### src/rtl/div_unit_pkg.sv
// rtl/div_unit_pkg.sv - shared opcodes, state encoding and op decode helpers for div_unit
//
// Purpose: single source for the divOp encodings and FSM states used by the
// divider control and datapath.
package div_unit_pkg;

  localparam logic [1:0] DIV_OP_DIV  = 2'b00;
  localparam logic [1:0] DIV_OP_DIVU = 2'b01;
  localparam logic [1:0] DIV_OP_REM  = 2'b10;
  localparam logic [1:0] DIV_OP_REMU = 2'b11;

  typedef enum logic [2:0] {
    ST_IDLE = 3'd0,
    ST_PREP = 3'd1,
    ST_ITER = 3'd2,
    ST_FIX  = 3'd3,
    ST_DONE = 3'd4
  } div_state_t;

  // Bit 0 of the opcode selects unsigned; bit 1 selects remainder.
  function automatic logic op_is_signed(input logic [1:0] op);
    return ~op[0];
  endfunction

  function automatic logic op_is_rem(input logic [1:0] op);
    return op[1];
  endfunction

endpackage

### src/rtl/div_step.sv
// rtl/div_step.sv - one combinational restoring-division step
//
// Purpose: shift the partial remainder left, bring in one dividend bit and
// trial-subtract the divisor.
// Ports:
//   rem      in  WIDTH  current partial remainder (always < dsr)
//   dvd_bit  in  1      next dividend bit, MSB first
//   dsr      in  WIDTH  divisor magnitude
//   rem_next out WIDTH  next partial remainder
//   q_bit    out 1      quotient bit produced by this step
module div_step #(
  parameter int WIDTH = 64
) (
  input  logic [WIDTH-1:0] rem,
  input  logic             dvd_bit,
  input  logic [WIDTH-1:0] dsr,
  output logic [WIDTH-1:0] rem_next,
  output logic             q_bit
);

  logic [WIDTH:0] shifted;
  logic           fits;

  assign shifted = {rem, dvd_bit};
  // No borrow on the trial subtract means the divisor fits.
  assign fits    = (shifted >= {1'b0, dsr});
  assign q_bit   = fits;
  // When it fits the difference is below 2^WIDTH, so a WIDTH-bit subtract of
  // the low bits is exact.
  assign rem_next = fits ? (shifted[WIDTH-1:0] - dsr) : shifted[WIDTH-1:0];

endmodule

### src/rtl/div_unit.sv
// rtl/div_unit.sv - multi-cycle RV64M DIV/DIVU/REM/REMU unit
//
// Purpose: iterative restoring divider with fixed WIDTH+2 cycle latency.
// Ports:
//   clk     in  1      rising-edge clock
//   reset   in  1      asynchronous active-high reset
//   start   in  1      request, sampled only when busy=0
//   divOp   in  2      00=DIV 01=DIVU 10=REM 11=REMU
//   X       in  WIDTH  dividend
//   Y       in  WIDTH  divisor
//   busy    out 1      operation in progress
//   done    out 1      one-cycle pulse, divOut valid
//   divOut  out WIDTH  quotient or remainder, held until next result
//   divZero out 1      last result had Y==0
module div_unit
  import div_unit_pkg::*;
#(
  parameter int WIDTH = 64,
  parameter int CNT_W = 7
) (
  input  logic             clk,
  input  logic             reset,
  input  logic             start,
  input  logic [1:0]       divOp,
  input  logic [WIDTH-1:0] X,
  input  logic [WIDTH-1:0] Y,
  output logic             busy,
  output logic             done,
  output logic [WIDTH-1:0] divOut,
  output logic             divZero
);

  div_state_t state, state_n;

  logic [1:0]       op_q;
  logic [WIDTH-1:0] x_q;     // dividend, then shifts into quotient
  logic [WIDTH-1:0] y_q;     // divisor, magnitude after PREP
  logic [WIDTH-1:0] rem_q;
  logic [CNT_W-1:0] cnt;
  logic             qneg_q;
  logic             rneg_q;
  logic             zero_q;

  logic [WIDTH-1:0] step_rem;
  logic             step_q;
  logic             sgn;
  logic [WIDTH-1:0] q_fix;
  logic [WIDTH-1:0] r_fix;
  logic             last_step;

  assign sgn       = op_is_signed(op_q);
  assign last_step = (cnt == CNT_W'(WIDTH - 1));

  div_step #(.WIDTH(WIDTH)) u_step (
    .rem      (rem_q),
    .dvd_bit  (x_q[WIDTH-1]),
    .dsr      (y_q),
    .rem_next (step_rem),
    .q_bit    (step_q)
  );

  always_ff @(posedge clk or posedge reset) begin
    if (reset) state <= ST_IDLE;
    else       state <= state_n;
  end

  always_comb begin
    state_n = state;
    case (state)
      ST_IDLE, ST_DONE: state_n = start ? ST_PREP : ST_IDLE;
      ST_PREP:          state_n = ST_ITER;
      ST_ITER:          state_n = last_step ? ST_FIX : ST_ITER;
      ST_FIX:           state_n = ST_DONE;
      default:          state_n = ST_IDLE;
    endcase
  end

  assign busy = (state == ST_PREP) || (state == ST_ITER) || (state == ST_FIX);
  assign done = (state == ST_DONE);

  // Overflow (most-negative / -1) needs no special case: the magnitude wraps
  // back to the most-negative value and the remainder is naturally zero.
  // Divide-by-zero leaves |X| as remainder, so only the signed quotient
  // needs forcing to all ones.
  always_comb begin
    q_fix = qneg_q ? -x_q : x_q;
    r_fix = rneg_q ? -rem_q : rem_q;
    if (zero_q) q_fix = '1;
  end

  always_ff @(posedge clk or posedge reset) begin
    if (reset) begin
      op_q    <= '0;
      x_q     <= '0;
      y_q     <= '0;
      rem_q   <= '0;
      cnt     <= '0;
      qneg_q  <= 1'b0;
      rneg_q  <= 1'b0;
      zero_q  <= 1'b0;
      divOut  <= '0;
      divZero <= 1'b0;
    end else begin
      case (state)
        ST_IDLE, ST_DONE: begin
          if (start) begin
            op_q <= divOp;
            x_q  <= X;
            y_q  <= Y;
          end
        end
        ST_PREP: begin
          zero_q <= (y_q == '0);
          qneg_q <= sgn & (x_q[WIDTH-1] ^ y_q[WIDTH-1]);
          rneg_q <= sgn & x_q[WIDTH-1];
          x_q    <= (sgn && x_q[WIDTH-1]) ? -x_q : x_q;
          y_q    <= (sgn && y_q[WIDTH-1]) ? -y_q : y_q;
          rem_q  <= '0;
          cnt    <= '0;
        end
        ST_ITER: begin
          rem_q <= step_rem;
          x_q   <= {x_q[WIDTH-2:0], step_q};
          cnt   <= cnt + CNT_W'(1);
        end
        ST_FIX: begin
          divOut  <= op_is_rem(op_q) ? r_fix : q_fix;
          divZero <= zero_q;
        end
        default: ;
      endcase
    end
  end

endmodule

### config.mk
export PLATFORM = sky130hd
export DESIGN_NAME = div_unit
export DESIGN_NICKNAME = d
export VERILOG_FILES = /design/src/rtl/div_unit_pkg.sv /design/src/rtl/div_step.sv /design/src/rtl/div_unit.sv
export SDC_FILE = /design/constraint.sdc
export NUM_CORES = 1
export LEC_CHECK = 0
export ABC_AREA = 0
export CORE_MARGIN = 1.5
export CORE_UTILIZATION = 30
export DETAILED_ROUTE_END_ITERATION = 10
export DONT_BUFFER_PORTS = 1
export HOLD_SLACK_MARGIN = 0.03
export PLACE_DENSITY = 0.5
export SLEW_MARGIN = 15
export SYNTH_ARGS = -nofsm -noshare
export SYNTH_HDL_FRONTEND = slang
export SYNTH_SLANG_ARGS = --single-unit
### constraint.sdc
create_clock -name clk -period 17.98 [get_ports clk]
set_clock_uncertainty 0.05 [all_clocks]
set_input_delay 2.697 -clock clk [delete_from_list [all_inputs] [get_ports clk]]
set_output_delay 2.697 -clock clk [all_outputs]
set_load 0.02 [all_outputs]
# After elaboration in Yosys (flattened, before gate mapping)
# Index checks and enable logic that the tools add are counted.
[totals]
register_bits = 272
[classes]
muxes = 16
add_sub_neg = 5
n_reduce_logical = 13
n_lt_le_gt_ge = 1
n_eq_ne = 8
bitwise = 4
[ops]
columns = ["cell", "count"]
rows = [
  ["$mux 64", 9],
  ["$pmux 64 s2", 2],
  ["$neg 64->64", 3],
  ["$pmux 64 s3", 1],
  ["$ge 65x64->1", 1],
  ["$logic_not 64->1", 1],
  ["$sub 64x64->64", 1],
  ["$pmux 7 s2", 1],
  ["$pmux 3 s4", 1],
  ["$add 7x1->7 const B", 1],
  ["$eq 7x6->1 const B", 1],
  ["$eq 3x2->1 const B", 2],
  ["$reduce_and 3->1", 2],
  ["$ne 2x1->1 const B", 2],
  ["$reduce_bool 2->1", 2],
  ["$eq 3x1->1 const B", 1],
  ["$eq 3x3->1 const B", 1],
  ["$logic_not 3->1", 1],
  ["$reduce_bool 3->1", 1],
  ["$and 1x1->1", 2],
  ["$logic_and 1x1->1", 2],
  ["$logic_or 1x1->1", 2],
  ["$mux 1", 2],
  ["$ne 2x2->1 const B", 1],
  ["other kinds (4)", 4],
]

# Logic depth before layout (Yosys ltp)
# Gate-level depths: netlist of the first run.
[depth]
depth_word = 4
depth_mapped = 15
mapped_depth_nobuf = 14

# Modules after synthesis
# A second synthesis of the first run with hierarchy kept.
[hier_totals]
hier_cells = 2787
hier_area_um2 = 21807.2
[by_module_without_submodules]
columns = ["module", "area_per_inst_um2", "seq_area_each_um2", "n_inst", "cells_each"]
rows = [
  ["div_unit", 16709.8, 6806.5, 1, 1938],
  ["div_step", 5097.4, 0.0, 1, 849],
]

# Worst setup path before layout of the first run
# OpenSTA, ideal clock, no wires.
[synth_path]
kind = "in2reg"
startpoint = "input port start"
endpoint = "register x_q[54]"
setup_time_ns = 0.083
t_required_ns = 17.847
path_slack_ns = 13.919
cell_stages = 8
arrival_ns = 3.928
n_path_buf = 3
path_cell_list = "and2_1 > clkbuf_1 > nor2_1 > and2_1 > clkbuf_1 > clkbuf_1 > a21oi_1 > o22ai_1"
[synth_between]
elab_chain_cells = 2
[synth_lines]
columns = ["item", "line", "text"]
rows = [
  ["from (decl)", "div_unit.sv:23", "input logic start,"],
  ["$ne 2x2->1 (no source line)", "-", ""],
  ["$reduce_and 3->1 (no source line)", "-", ""],
  ["to (signal assigned)", "div_unit.sv:116", "x_q <= (sgn && x_q[WIDTH-1]) ? -x_q : x_q;"],
  ["to (signal assigned)", "div_unit.sv:123", "x_q <= {x_q[WIDTH-2:0], step_q};"],
  ["to (decl)", "div_unit.sv:36", "logic [WIDTH-1:0] x_q;"],
]
# Every way passes these cells.
# A chain may end at the register's enable or synchronous reset.

# Worst setup path in the final report of the first run
[layout_path]
startpoint = "register state[1]"
endpoint = "output port done"
[layout_between]
elab_chain_cells = 1
[layout_lines]
columns = ["item", "line", "text"]
rows = [
  ["from (decl)", "div_unit.sv:33", "div_state_t state, state_n;"],
  ["from (signal assigned)", "div_unit.sv:64", "else state <= state_n;"],
  ["$eq 3x3->1", "div_unit.sv:79", "assign done = (state == ST_DONE);"],
  ["to (decl)", "div_unit.sv:28", "output logic done,"],
]
# Every way passes these cells.

==> metrics.txt, run 1 <==
multi-input gate area in the final layout=0.0128 mm2; largest net degree at the start of global routing=101; CTS tree=built; first-pass GRT wire length=117 mm; fin worst setup slack=13230 ps; worst vdd ir=0.0553 mV; final instance area=0.0225 mm2; post-synth top area share=32.9%; die area=0.0705 mm2; HP Class=reg2reg; post-cts sizing count=0; Placed Instance Area=0.0213 mm2; MaxCap Viol Count=0; Required @ worst endpoint=15230 ps; worst-path maximum fanout=10; Post-CTS Setup Bufs=0; leading post-synthesis cells by cell area=dfrtp_1 (33%), o21ai_0 (7.1%), xor2_1 (5.5%); CP startpoint kind=flip-flop; Avg Cell Area, Syn=7.87 um2; Synth cell types=73; gr usage total=21.1%; placer congestion estimate=0.924; Slew Limit Fails=0; Clock Tree Buf Depth=3; initial antenna violation count=11; clk_lat worst skew=570 ps; Hold Path End=qneg_q; Max Clk Rate=211 MHz; Power Dens Cells=62.6 mW/mm2; CTS clk-pin slew, worst paths=60 ps; Ys Warns=0; Hold Startpoint=op_q[0]; ordered cell list for the critical path=nor3_1; final wirelength=76.5 mm; GRT overflow=0; Setup WS pre-CTS=13020 ps; Post-Synthesis Cell Area=0.0207 mm2; FFs w/ async S/R, synth=100%; unrepaired setup endpoints after global routing=false; most frequent cell after synthesis=nand2_1; Synth Flop Type=dfrtp_1; setup_tns=0 ps; r2r startpoint=y_q[11]; Synth Instances=2628; ratio of cells with drive above 1 in the final layout=5.03%; routed vias/inst=5.91; Setup violations, final=0; # nets final=2700; CP max stage cell=nor3_1; Worst setup EP type=primary output; reg2reg setup slack=13530 ps; Commonest cells post-synth=nand2_1 (297), o21ai_0 (293), dfrtp_1 (272); row count=96; #FFs+latches synth=272; core area=0.0683 mm2; Remaining DRCs=0; Critical R2R Capture=y_q[61]; PortBufs=0; Critical Path Max Stage Delay=850 ps; worst-margin pin slew=1160 ps; Critical Setup Path Class=reg2out; drt initial violations=1925; CP Buf/Inv Count=0; cells on worst reg2reg path=10; H-tree levels=2; Chip Height=266 um; Power, Total=0.00141 W; Mapped Nets=2830; TritonCTS Buffers=37; vias in the first global route=18791; WP data arrival=2000 ps; layout overhead on the synthesized area=9.05%; Via Count=20142; hold_buf cts=0; Pre-antenna DRT Iters=5; crit path from=state[1]; Root Buffer=clkbuf_16; Starting Density=30.2%; Fin Hold WS=395 ps; Num Clock Sinks=272; LEAKAGE=9.56 nW; Worst Hold Depth=1; Tmin final=4750 ps; I/O Pins=200; cell family with most CP delay=simple AND/OR/NAND/NOR gates; Rel. slew slack=22.6%; Hold Vio Cnt, Final=0; period utilization=26.4%; Post-DRT Antenna Nets=0; status=finished, final reports clean; Post-DP HPWL=55.2 mm; WL/cell=22.4 um; fillers=7127; sequential area share after synthesis=32.9%; Die Span X=266 um; area leader, netlist=dfrtp_1; FF/Latch Area=0.00681 mm2; EDFF count, synth=0
cells by family after synthesis:
logic type               after synthesis  synth area share (%)
AO/OA/AOI/OAI                        923                  28.0
AND/OR/NAND/NOR                      867                  20.5
buffers and inverters                286                  5.24
flip-flops                           272                  32.9
XOR/XNOR                             186                  7.88
adder cells (fa/ha/maj)               69                  4.21
multiplexers                          25                  1.22
metal layers:
metal / wire length, um / GRT usage (%) / part of all wire (%)
met1: 35900 / 30.4 / 47
met2: 32900 / 31.5 / 43
met5: 110 / 0 / 0.14
met3: 6170 / 5.05 / 8.1
met4: 1340 / 4.63 / 1.7
power breakdown:
group	internal, W	switching (W)	total [W]
registers	0.000612	0	0.000612
logic	0.00000343	0.0000146	0.0000180
clock network	0.000479	0.000301	0.000780
total	0.00110	0.000315	0.00141
final cells by class:
type / count / share of cell area, %
antenna: 5 / 0.0555
clock buffer: 51 / 4.65
clock inverter: 13 / 0.927
inverter: 96 / 1.63
multi-input combinational: 2070 / 56.9
sequential: 272 / 30.2
tap: 882 / 4.89
timing repair buffer: 21 / 0.699
placed cells by master (no fill, tap or decap), drive strengths merged, types with 59 or more instances in the layout:
cell type and n:
nor3 104, inv 98, ha 68, a221oi 102, o22ai 59, nor2 165
a21oi 218, dfrtp 272, a21o 65, xor2 129, nand2 298, o21ai 294
stage by stage:
step	utilization [%]	cells
floorplan	-	2628
finish	33.0	3410
CTS	33.0	3405
global placement	31.1	3341
detailed placement	31.1	3341
global route	33.0	3406
state kept, by name (all words and copies together) (netlist names):
name and flops:
divZero 1, rem_q 64, zero_q 1, y_q 64, cnt 7, rneg_q 1, op_q 2, x_q 64
state 3, divOut 64, qneg_q 1
worst max-delay path by stage:
stage	endpoint	slack, ps	cells after the start
floorplan	cnt[0]	7740	1
global placement	op_q[1]	13040	3
detailed placement	op_q[1]	13020	3
CTS	done	13220	1
global route	done	13170	1
finish	done	13230	1
Power figures use the tool's default switching activity.
==> run 2, diff against run 1 <==
PLACE_DENSITY = 0.51   (was 0.5)
clock period = 4.12 ns   (was 17.98 ns; I/O delays follow)
==> metrics.txt, run 2 (synthesis gave the netlist of run 1 again) <==
status=finished, final reports clean; fin worst setup slack=175 ps (-13060 ps); gr usage total=21.4% (+0.38 points); Tmin final=3950 ps; Die Span X=266 um (unchanged); layout overhead on the synthesized area=12.7%; Clock Tree Buf Depth=3 (unchanged); Slew Limit Fails=0 (unchanged); I/O Pins=200 (unchanged); # nets final=2770 (+2.6%); drt initial violations=2307 (+20%); cells on worst reg2reg path=11 (+1); period utilization=95.8%; first-pass GRT wire length=119 mm (+1.7%); Post-Layout Cell Count=3486 (+2.2%); Chip Height=266 um (unchanged); WP data arrival=4300 ps (+2300 ps); r2r startpoint=y_q[11]; Hold Startpoint=start; CTS tree=built; Post-DP HPWL=57.4 mm (+3.9%); most frequent cells in the layout=nand2_1 (296), o21ai_0 (293), dfrtp_1 (270); DP Cell Count=3405 (+1.9%); Setup violations, final=0 (unchanged); GRT overflow=0 (unchanged); row count=96 (unchanged); reg2reg setup slack=170 ps (-13360 ps); Finished Core Util=34.1% (+1.1 points); Pre-antenna DRT Iters=6 (+1); LEAKAGE=10.0 nW (+4.8%); Post-DRT Antenna Nets=0 (unchanged); commonest non-fill, non-tap cell in the layout=nand2_1; placer congestion estimate=0.921 (-0.34%); worst vdd ir=0.225 mV (+310%); Worst setup EP type=flip-flop; Root Buffer=clkbuf_16; Fin Hold WS=120 ps (-275 ps); worst-path maximum fanout=5 (-5); Critical R2R Capture=y_q[62]; routed vias/inst=5.89 (-0.34%); fillers=7159 (+0.45%); setup_tns=0 ps (unchanged); Remaining DRCs=0 (unchanged); worst-margin pin slew=1170 ps (+3.67 ps); CP startpoint kind=flip-flop; Num Clock Sinks=272 (unchanged); Rel. slew slack=22.3% (-0.24 points); Worst Hold Depth=2 (+1); H-tree levels=2 (unchanged); Power Dens Cells=274 mW/mm2 (+340%); WL/cell=22.4 um (-0.30%); clk_lat worst skew=580 ps (about the same); CTS clk-pin slew, worst paths=60 ps (about the same); HP Class=in2reg; Hold Vio Cnt, Final=0 (unchanged); core area=0.0683 mm2 (unchanged); largest net degree at the start of global routing=107 (+5.9%); unrepaired setup endpoints after global routing=false; Via Count=20520 (+1.9%); MaxCap Viol Count=0 (unchanged); Hold Path End=state[0]; vias in the first global route=19104 (+1.7%); Setup WS pre-CTS=169 ps (-12850 ps); PortBufs=0 (unchanged); die area=0.0705 mm2 (unchanged); Starting Density=30.2% (unchanged); TritonCTS Buffers=39 (+5.4%); ratio of cells with drive above 1 in the final layout=7.82% (+2.8 points); Critical Setup Path Class=reg2reg; Max Clk Rate=253 MHz; initial antenna violation count=13 (+2); final wirelength=77.9 mm (+1.9%); Required @ worst endpoint=4470 ps (-10760 ps)
run 2: changes by cell type in the layout (fill, tap and decap cells not counted), sizes merged:
cell,delta
diode,+3
buf,+67
dlygate4sd3,+1
inv,-2
bufinv,+1
clkinvlp,+1
clkinv,+7
clkbuf,-2
run 2: layout make-up:
cell class	count	area [um2]	share of cell area, %
inverter	96	364	1.56
multi-input combinational	2070	12900	55.2
timing repair buffer	89	783	3.36
clock buffer	49	1080	4.66
tap	882	1100	4.74
antenna	8	20.0	0.0859
sequential	272	6810	29.2
clock inverter	20	277	1.19
run 2: through the flow:
step	total power (W)	instance area, um2
3_3_place_gp	0.00281	21900
6_report	0.00639	23300
2_1_floorplan	0.00278	20700
4_1_cts	0.00650	23200
5_1_grt	0.00659	23300
3_5_place_dp	0.00281	21900
run 2: critical path, stage by stage, from the launching register on:
cell and delay (ps):
dfrtp_1 420, or4_1 590, or4_1 500, or4_4 600, nor4_4 290, nand4_1 150, buf_4 200, nor4_4 280
nand2_1 140, nor3_1 270, a21oi_1 110, a2bb2oi_1 170
run 2: power by group:
part	leakage, nW	internal (W)	total (W)	switching (W)
Clock	0.666	0.00224	0.00363	0.00139
Combinational	5.80	0.0000220	0.0000891	0.0000671
Sequential	3.56	0.00267	0.00267	0
run 2: layer usage:
metal  vias to the layer above  wire, um  track usage, %
met5                         -        97               0
met4                        14      1780            5.22
met3                       105      6360            5.36
met2                       746     33500            31.8
met1                     10032     36200            30.9
li1                       9623         -               -
run 2: what timing repair did:
action | 4_1_cts | 5_1_grt
endpoints found under the hold margin | 2 | 0
buffers inserted | 0 | 3
hold buffers | 1 | 0
resized for setup | 0 | 2
endpoints found under the setup margin | 0 | 2
run 2: worst max path at each step:
stage / start / to / slack (ps) / cells past startpoint
after floorplan: reset / cnt[0] / -140 / 1
after global placement: y_q[11] / y_q[62] / 200 / 10
after detailed placement: y_q[11] / y_q[62] / 170 / 10
after CTS: y_q[11] / y_q[62] / 140 / 10
after global routing: y_q[11] / y_q[62] / 7 / 11
final: y_q[11] / y_q[62] / 170 / 11
==> run 3, diff against run 2 <==
CTS_CLUSTER_SIZE = 30   (was unset)
SLEW_MARGIN = unset   (was 15)
==> results of run 3 <==
Final layout, timing and power as in run 2 (identical DEF).
